## config.mk

```make
export PLATFORM = sky130hd
export DESIGN_NAME = sseg_scan_arbiter
export DESIGN_NICKNAME = d
export VERILOG_FILES = /design/src/rtl/sseg_scan_arbiter.sv
export SDC_FILE = /design/constraint.sdc
export NUM_CORES = 1
export LEC_CHECK = 0
export ABC_AREA = 1
export BUFFER_PORTS_ARGS = -buffer_cell sky130_fd_sc_hd__buf_2
export CAP_MARGIN = 20
export CORE_MARGIN = 8
export CORE_UTILIZATION = 30
export CTS_BUF_LIST = sky130_fd_sc_hd__clkbuf_8
export DETAILED_ROUTE_END_ITERATION = 8
export PLACE_DENSITY = 0.48
export SETUP_SLACK_MARGIN = 0.3
export SLEW_MARGIN = 0
export SYNTH_ARGS = -nofsm -noshare
export SYNTH_HDL_FRONTEND = slang
export SYNTH_SLANG_ARGS = --single-unit
```

## constraint.sdc

```tcl
create_clock -name clk -period 2.9 [get_ports clk]
set_input_delay 0.145 -clock clk [delete_from_list [all_inputs] [get_ports clk]]
set_output_delay 0.145 -clock clk [all_outputs]
set_load 0.03 [all_outputs]
```

## src/rtl/sseg_scan_arbiter.sv

```systemverilog
// sseg_scan_arbiter: scans a 4-digit common-anode 7-segment display and
// arbitrates ownership between the primary BCD source and an alternate
// raw-segment requester. Ownership changes only on frame boundaries, so a
// frame is never split between the two sources.
//
// Optional build macro SSEG_LEADING_ZERO_BLANK_EN: when defined, leading
// zero digits 3..1 of the primary value are blanked. Digit 0 is always shown.
module sseg_scan_arbiter #(
  parameter int unsigned HOLD_FRAMES    = 250,
  parameter int unsigned MIN_PRI_FRAMES = 125,
  parameter int unsigned BLINK_FRAMES   = 125
) (
  input  logic        clk,
  input  logic        reset,
  input  logic        scan_tick,
  input  logic [15:0] pri_bcd,
  input  logic [3:0]  pri_dp,
  input  logic        blink,
  input  logic        alt_req,
  input  logic [31:0] alt_seg,
  output logic        alt_gnt,
  output logic [3:0]  an,
  output logic [7:0]  sseg
);

  localparam int unsigned HOLD_W  = (HOLD_FRAMES    > 1) ? $clog2(HOLD_FRAMES)    : 1;
  localparam int unsigned COOL_W  = (MIN_PRI_FRAMES > 1) ? $clog2(MIN_PRI_FRAMES) : 1;
  localparam int unsigned BLINK_W = (BLINK_FRAMES   > 1) ? $clog2(BLINK_FRAMES)   : 1;
  localparam int unsigned DIG_W   = 2;

  typedef enum logic [1:0] {
    ST_PRI  = 2'd0,
    ST_ALT  = 2'd1,
    ST_COOL = 2'd2
  } state_e;

  state_e             state_q, state_d;
  logic [DIG_W-1:0]   digit_q, digit_d;
  logic [HOLD_W-1:0]  hold_cnt_q, hold_cnt_d;
  logic [COOL_W-1:0]  cool_cnt_q, cool_cnt_d;
  logic [BLINK_W-1:0] blink_cnt_q, blink_cnt_d;
  logic               blink_on_q, blink_on_d;
  logic               alt_gnt_q, alt_gnt_d;
  logic [3:0]         an_q, an_d;
  logic [7:0]         sseg_q, sseg_d;

  logic               frame_end_c;
  logic [3:0]         nib_c;
  logic               pri_dp_c;
  logic [7:0]         alt_byte_c;
  logic               lead_zero_c;

  // Standard active-low {g,f,e,d,c,b,a} patterns; non-decimal nibbles blank.
  function automatic logic [6:0] bcd_to_seg(input logic [3:0] v);
    logic [6:0] s;
    case (v)
      4'd0:    s = 7'h40;
      4'd1:    s = 7'h79;
      4'd2:    s = 7'h24;
      4'd3:    s = 7'h30;
      4'd4:    s = 7'h19;
      4'd5:    s = 7'h12;
      4'd6:    s = 7'h02;
      4'd7:    s = 7'h78;
      4'd8:    s = 7'h00;
      4'd9:    s = 7'h10;
      default: s = 7'h7F;
    endcase
    return s;
  endfunction

  // Digit scan, ownership state machine and blink phase, all stepped by scan_tick.
  always_comb begin
    state_d     = state_q;
    digit_d     = digit_q;
    hold_cnt_d  = hold_cnt_q;
    cool_cnt_d  = cool_cnt_q;
    blink_cnt_d = blink_cnt_q;
    blink_on_d  = blink_on_q;

    frame_end_c = scan_tick && (digit_q == DIG_W'(3));

    if (scan_tick) begin
      digit_d = digit_q + DIG_W'(1);
    end

    if (frame_end_c) begin
      case (state_q)
        ST_PRI: begin
          if (alt_req) begin
            state_d    = ST_ALT;
            hold_cnt_d = '0;
          end
        end
        ST_ALT: begin
          if (!alt_req) begin
            state_d = ST_PRI;
          end else if (hold_cnt_q == HOLD_W'(HOLD_FRAMES - 1)) begin
            state_d    = ST_COOL;
            cool_cnt_d = '0;
          end else begin
            hold_cnt_d = hold_cnt_q + HOLD_W'(1);
          end
        end
        ST_COOL: begin
          if (cool_cnt_q == COOL_W'(MIN_PRI_FRAMES - 1)) begin
            state_d = ST_PRI;
          end else begin
            cool_cnt_d = cool_cnt_q + COOL_W'(1);
          end
        end
        default: begin
          state_d = ST_PRI;
        end
      endcase

      // Blink phase runs every frame regardless of owner or blink enable.
      if (blink_cnt_q == BLINK_W'(BLINK_FRAMES - 1)) begin
        blink_cnt_d = '0;
        blink_on_d  = ~blink_on_q;
      end else begin
        blink_cnt_d = blink_cnt_q + BLINK_W'(1);
      end
    end
  end

  // Select the source data for the digit about to be shown.
  always_comb begin
    nib_c       = 4'h0;
    pri_dp_c    = 1'b0;
    alt_byte_c  = 8'hFF;
    lead_zero_c = 1'b0;
    case (digit_d)
      2'd0: begin
        nib_c      = pri_bcd[3:0];
        pri_dp_c   = pri_dp[0];
        alt_byte_c = alt_seg[7:0];
      end
      2'd1: begin
        nib_c      = pri_bcd[7:4];
        pri_dp_c   = pri_dp[1];
        alt_byte_c = alt_seg[15:8];
      end
      2'd2: begin
        nib_c      = pri_bcd[11:8];
        pri_dp_c   = pri_dp[2];
        alt_byte_c = alt_seg[23:16];
      end
      default: begin
        nib_c      = pri_bcd[15:12];
        pri_dp_c   = pri_dp[3];
        alt_byte_c = alt_seg[31:24];
      end
    endcase
`ifdef SSEG_LEADING_ZERO_BLANK_EN
    case (digit_d)
      2'd3:    lead_zero_c = (pri_bcd[15:12] == 4'h0);
      2'd2:    lead_zero_c = (pri_bcd[15:8]  == 8'h00);
      2'd1:    lead_zero_c = (pri_bcd[15:4]  == 12'h000);
      default: lead_zero_c = 1'b0;
    endcase
`else
    lead_zero_c = 1'b0;
`endif
  end

  // Output pixel: loads with the new digit on each scan_tick, otherwise holds.
  always_comb begin
    an_d      = an_q;
    sseg_d    = sseg_q;
    alt_gnt_d = (state_d == ST_ALT);
    if (scan_tick) begin
      an_d = ~(4'b0001 << digit_d);
      if (state_d == ST_ALT) begin
        sseg_d = alt_byte_c;
      end else if (blink && !blink_on_d) begin
        sseg_d = 8'hFF;
      end else if (lead_zero_c) begin
        sseg_d = 8'hFF;
      end else begin
        sseg_d = {~pri_dp_c, bcd_to_seg(nib_c)};
      end
    end
  end

  // State and output registers; reset clears to a dark display owned by primary.
  always_ff @(posedge clk or posedge reset) begin
    if (reset) begin
      state_q     <= ST_PRI;
      digit_q     <= '0;
      hold_cnt_q  <= '0;
      cool_cnt_q  <= '0;
      blink_cnt_q <= '0;
      blink_on_q  <= 1'b1;
      alt_gnt_q   <= 1'b0;
      an_q        <= 4'hF;
      sseg_q      <= 8'hFF;
    end else begin
      state_q     <= state_d;
      digit_q     <= digit_d;
      hold_cnt_q  <= hold_cnt_d;
      cool_cnt_q  <= cool_cnt_d;
      blink_cnt_q <= blink_cnt_d;
      blink_on_q  <= blink_on_d;
      alt_gnt_q   <= alt_gnt_d;
      an_q        <= an_d;
      sseg_q      <= sseg_d;
    end
  end

  assign alt_gnt = alt_gnt_q;
  assign an      = an_q;
  assign sseg    = sseg_q;

endmodule

```

After elaboration in Yosys (flattened, before gate mapping)
Memories as Yosys holds them, arrays and structs flattened.
Index checks and enable logic that the tools add are counted.
{"block": "op_classes", "add_sub_neg": 4, "eq_ne": 14, "shifts": 1, "n_mux": 23, "n_bitwise": 3, "reduce_logical": 9}
{"operator": "$mux W8", "count": 5}
{"operator": "$mux W7", "count": 4}
{"operator": "$pmux W8 S3", "count": 1}
{"operator": "$pmux W8 S2", "count": 1}
{"operator": "$add A7 B1 Y7 const B", "count": 2}
{"operator": "$eq A7 B7 Y1 const B", "count": 2}
{"operator": "$pmux W7 S2", "count": 1}
{"operator": "$mux W2", "count": 6}
{"operator": "$pmux W4 S3", "count": 1}
{"operator": "$ne A2 B2 Y1 const B", "count": 5}
{"operator": "$reduce_and A5 Y1", "count": 2}
{"operator": "$add A8 B1 Y8 const B", "count": 1}
{"operator": "$eq A8 B8 Y1 const B", "count": 1}
{"operator": "$eq A2 B1 Y1 const B", "count": 3}
{"operator": "$eq A2 B2 Y1 const B", "count": 3}
{"operator": "$pmux W2 S3", "count": 1}
{"operator": "$logic_not A2 Y1", "count": 2}
{"operator": "$not A4 Y4", "count": 1}
{"operator": "$reduce_bool A2 Y1", "count": 2}
{"operator": "$shl A1 B2 Y4 const A", "count": 1}
{"operator": "$pmux W1 S3", "count": 1}
{"operator": "$add A2 B1 Y2 const B", "count": 1}
{"operator": "$logic_and A1 B1 Y1", "count": 2}
{"operator": "$mux W1", "count": 2}
{"operator": "2 further kinds", "count": 3}
{"block": "word_totals", "ff_bits": 40, "mem_bits_ro": 112, "inputBits": 57, "memories": 1}
{"memory": "(name not given)", "depth": 16, "width": 7, "rd": 1, "rd_clocked_by_memory_dff": 0, "write_ports": 0, "line": "56", "text": "case (v)"}

Depth between registers and ports, before layout
{"block": "logic_depth", "depth_word": 7, "depth_mapped": 17}

Worst setup path after synthesis
No wires, ideal clock.
{"block": "synth_timing", "path_type": "register to register", "start": "reg digit_q[0]", "end": "reg sseg_q[3], in the netlist sseg[3]", "arrival_ns": 2.000, "t_required_ns": 2.832, "path_slack_ns": 0.832, "path_stages_with_launch": 15, "period_less_slack_ns": 2.068, "cell_sequence": "dfrtp_1 > ha_1 > nand2_2 > nand2_4 > nand2_4 > or2_1 > nand2_2 > inv_1 > ha_1 > nand2_1 > nand2_1 > nand2_1 > nand2_1 > nand2_1 > a21oi_2"}
{"block": "synth_via", "elab_chain_cells": 7, "elab_cells_between_ends": 17}
{"element": "from (decl)", "line": "38", "text": "logic [DIG_W-1:0] digit_q, digit_d;"}
{"element": "from (signal assigned)", "line": "200", "text": "digit_q <= digit_d;"}
{"element": "$add A2 B1 Y2 *", "line": "84", "text": "digit_d = digit_q + DIG_W'(1);"}
{"element": "$mux W2 *", "line": "83", "text": "if (scan_tick) begin"}
{"element": "named net digit_d[1]", "line": "38"}
{"element": "$eq A2 B2 Y1, or another cell as far along", "line": "133", "text": "case (digit_d)"}
{"element": "$pmux W4 S3", "line": "133"}
{"element": "$mem_v2 Z16 W7"}
{"element": "$mux W8", "line": "176", "text": "end else if (blink && !blink_on_d) begin"}
{"element": "$mux W8 *", "line": "174", "text": "if (state_d == ST_ALT) begin"}
{"element": "to (signal assigned)", "line": "207", "text": "sseg_q <= sseg_d;"}
{"element": "to (decl)", "line": "45", "text": "logic [7:0] sseg_q, sseg_d;"}
The timed path passes the listed nets; every way through them passes the cells marked *.
A chain may end at the register's enable or synchronous reset.

Final worst setup path
{"block": "layout_timing", "start": "reg digit_q[0]", "end": "reg sseg_q[4], in the netlist sseg[4]"}
The elaborated chain is that of the path after synthesis.

==> reports/qor.yml <==
ys_ff_latch: 40
ctsResizeCount: 0
clock_sinks: 40
final_cell_area_um2: 3200
nFillCells: 908
netlist_instances: 357
htree_levels: 2
grt_overflow: 0
hold_path.class: "in2reg"
crit_type: "reg2reg"
endpoint_kind: "flip-flop"
die-width_um: 110
rows: 34
final_common_cell: "nand2_1"
dp.cells: 531
rsz0062_at_grt: "no"
cts-buffers-inserted: 5
insertion_delay_ns: 0.29
cpMostUsedCell: "nand2_1"
drv_cap: 0
portBuffers: 69
yosys_warnings: 0
holdBufCountCts: 1
cp_data_arrival_time_ns: 2.55
drive_gt1_frac: 0.287
finalWorstSetupSlack_ns: 0.571
num_antenna_cells: 0
clockRootBuffer: "clkbuf_8"
max_stage_delay_ns: 0.45
grt_pass1_vias: 2624
max_freq_ghz: 0.429
grt.total_usage: 0.118
powerDensity_nw_per_um2: 806
required_ns: 3.12
syn-num-nets: 424
wire_per_inst_um: 12.1
fin_crit_sh: 0.803
gp_congestion: 0.910
syn_to_final_growth_pct: 20.8
drtIter0Drc: 44
fin_skew_ns: 0.0130
antenna_left: 0
fin_cells: 540
ios: 70
ys_types: 38
hpwl_um: 5350
grt_max_degree: 22
final_util: 0.371
final_cell_mix: "nand2_1 (96), buf_2 (69), nor2_1 (47)"
wl_um: 6520
finalSetupTns_ns: 0
die_area_um2: 12100
grt_pass1_wl_um: 11600
leakage_nw: 1.68
peakVddDrop_uv: 309
ys_seq_area_frac: 0.383
drcViolationCount: 0
pre_cts_ws_ns: 0.592
die_h_um: 110
grt_antenna_before_repair: 0
start_util: 0.307
cp_slowest_cell: "dfrtp_1"
viasPerCell: 4.49
clockBufferDepth: 2
holdWs_ns: 0.242
setup_viol: 0
critPathMaxFanout: 10
worst_slew_pin_slew_ns: 0.727
cts_tree: "built"
path_cells: "ha_1, nand2_2, nand2_4, nand2_4, or2_1, nand2_2, inv_1, ha_1, inv_1, nand3_1, nand2_1, nand2_1, nand3_1, nand2_1, a21oi_1"
dr.pass1.iters: 4
dpl_cell_area_um2: 3110
synth_area_um2: 2650
fp.coreArea_um2: 8640
post_cts_buffers: 0
maxSlewHeadroom: 0.514
post-route-min-period_ns: 2.33
start_kind: "flip-flop"
critical-path-top-delay-family: "simple AND/OR/NAND/NOR gates"
finalPower_mw: 2.58
status: "completed"
num_vias: 2425
path_clk_slew_ns: 0.08
synthTopCellsByArea: "dfrtp_1 (25%), nand2_1 (14%), dfstp_2 (13%), nor2_1 (6.7%), nand3_1 (6.4%)"
netlist.area_leader.share: 0.255
crit_buf_inv: 2
maxSlewViolCount: 0
nets: 498
yosysTopAreaCell: "dfrtp_1"
r2r_setup_slack_ns: 0.57
syn_area_per_cell_um2: 7.43
hold_viol: 0
[layout make-up]
cell class              instances  area, µm²  area share
inverters                      37        144      0.0449
multi-input cells             274       1450       0.452
flip-flops and latches         40       1020       0.318
clock buffers                   5       68.8      0.0215
clock inverters                 3       12.5     0.00391
well taps                     108        135      0.0422
repair buffers                 73        378       0.118
[worst min-delay path: stages]
cell      delay (ns)
buf_2           0.08
nand2_1         0.04
nand4_1         0.07
o211ai_1        0.10
nand2_1         0.07
[flip-flops by register name (all words and copies together), names as in the netlist]
| register | cells |
|---|---|
| hold_cnt_q | 8 |
| sseg | 8 |
| an | 4 |
| cool_cnt_q | 7 |
| state_q | 2 |
| blink_cnt_q | 7 |
| alt_gnt | 1 |
| digit_q | 2 |
| blink_on_q | 1 |
[Yosys cell counts (all sizes together)]
master / number
nand2: 109
nor2: 50
inv: 37
nand3: 35
dfrtp: 27
a21oi: 26
o21ai: 14
dfstp: 13
ha: 10
nor3: 7
nand4: 6
buf: 5
xor2: 5
or2: 4
nand3b: 2
o211ai: 2
o22ai: 2
a311oi: 1
a31oi: 1
clkbuf: 1
[kinds of logic after synthesis]
group                    after synthesis  synth area share
AND/OR/NAND/NOR                      213             0.383
AO/OA/AOI/OAI                         46            0.0991
buffers and inverters                 43            0.0708
flip-flops                            40             0.383
adder cells (fa/ha/maj)               10            0.0472
XOR/XNOR                               5            0.0165
[final timing paths]
kind                                            from                   end  cells after the start
worst max-delay path            digit_q[0]$_DFF_PP0_   sseg[4]$_DFFE_PP1P_                     15
worst min-delay path                     alt_seg[31]   sseg[7]$_DFFE_PP1P_                      5
worst max register to register  digit_q[0]$_DFF_PP0_   sseg[4]$_DFFE_PP1P_                     15
worst min register to register   sseg[7]$_DFFE_PP1P_   sseg[7]$_DFFE_PP1P_                      2
max in group asynchronous                      reset   sseg[7]$_DFFE_PP1P_                      4
min in group asynchronous                      reset  digit_q[0]$_DFF_PP0_                      3
[metal layers]
layer / part of all wire / vias to the layer above / track usage
li1: - / 1302 / -
met1: 0.47 / 1044 / 0.138
met2: 0.45 / 71 / 0.197
met3: 0.067 / 8 / 0.0407
met4: 0.015 / 0 / 0.0424
met5: 0 / - / 0
[report_power, final]
group | internal, mW | total [mW] | leakage [nW] | switching (mW)
Clock | 0.162 | 0.353 | 0.0505 | 0.191
Combinational | 0.431 | 1.26 | 1.15 | 0.833
Sequential | 0.810 | 0.967 | 0.479 | 0.157
Note: power is estimated with default switching activity, not from simulation.
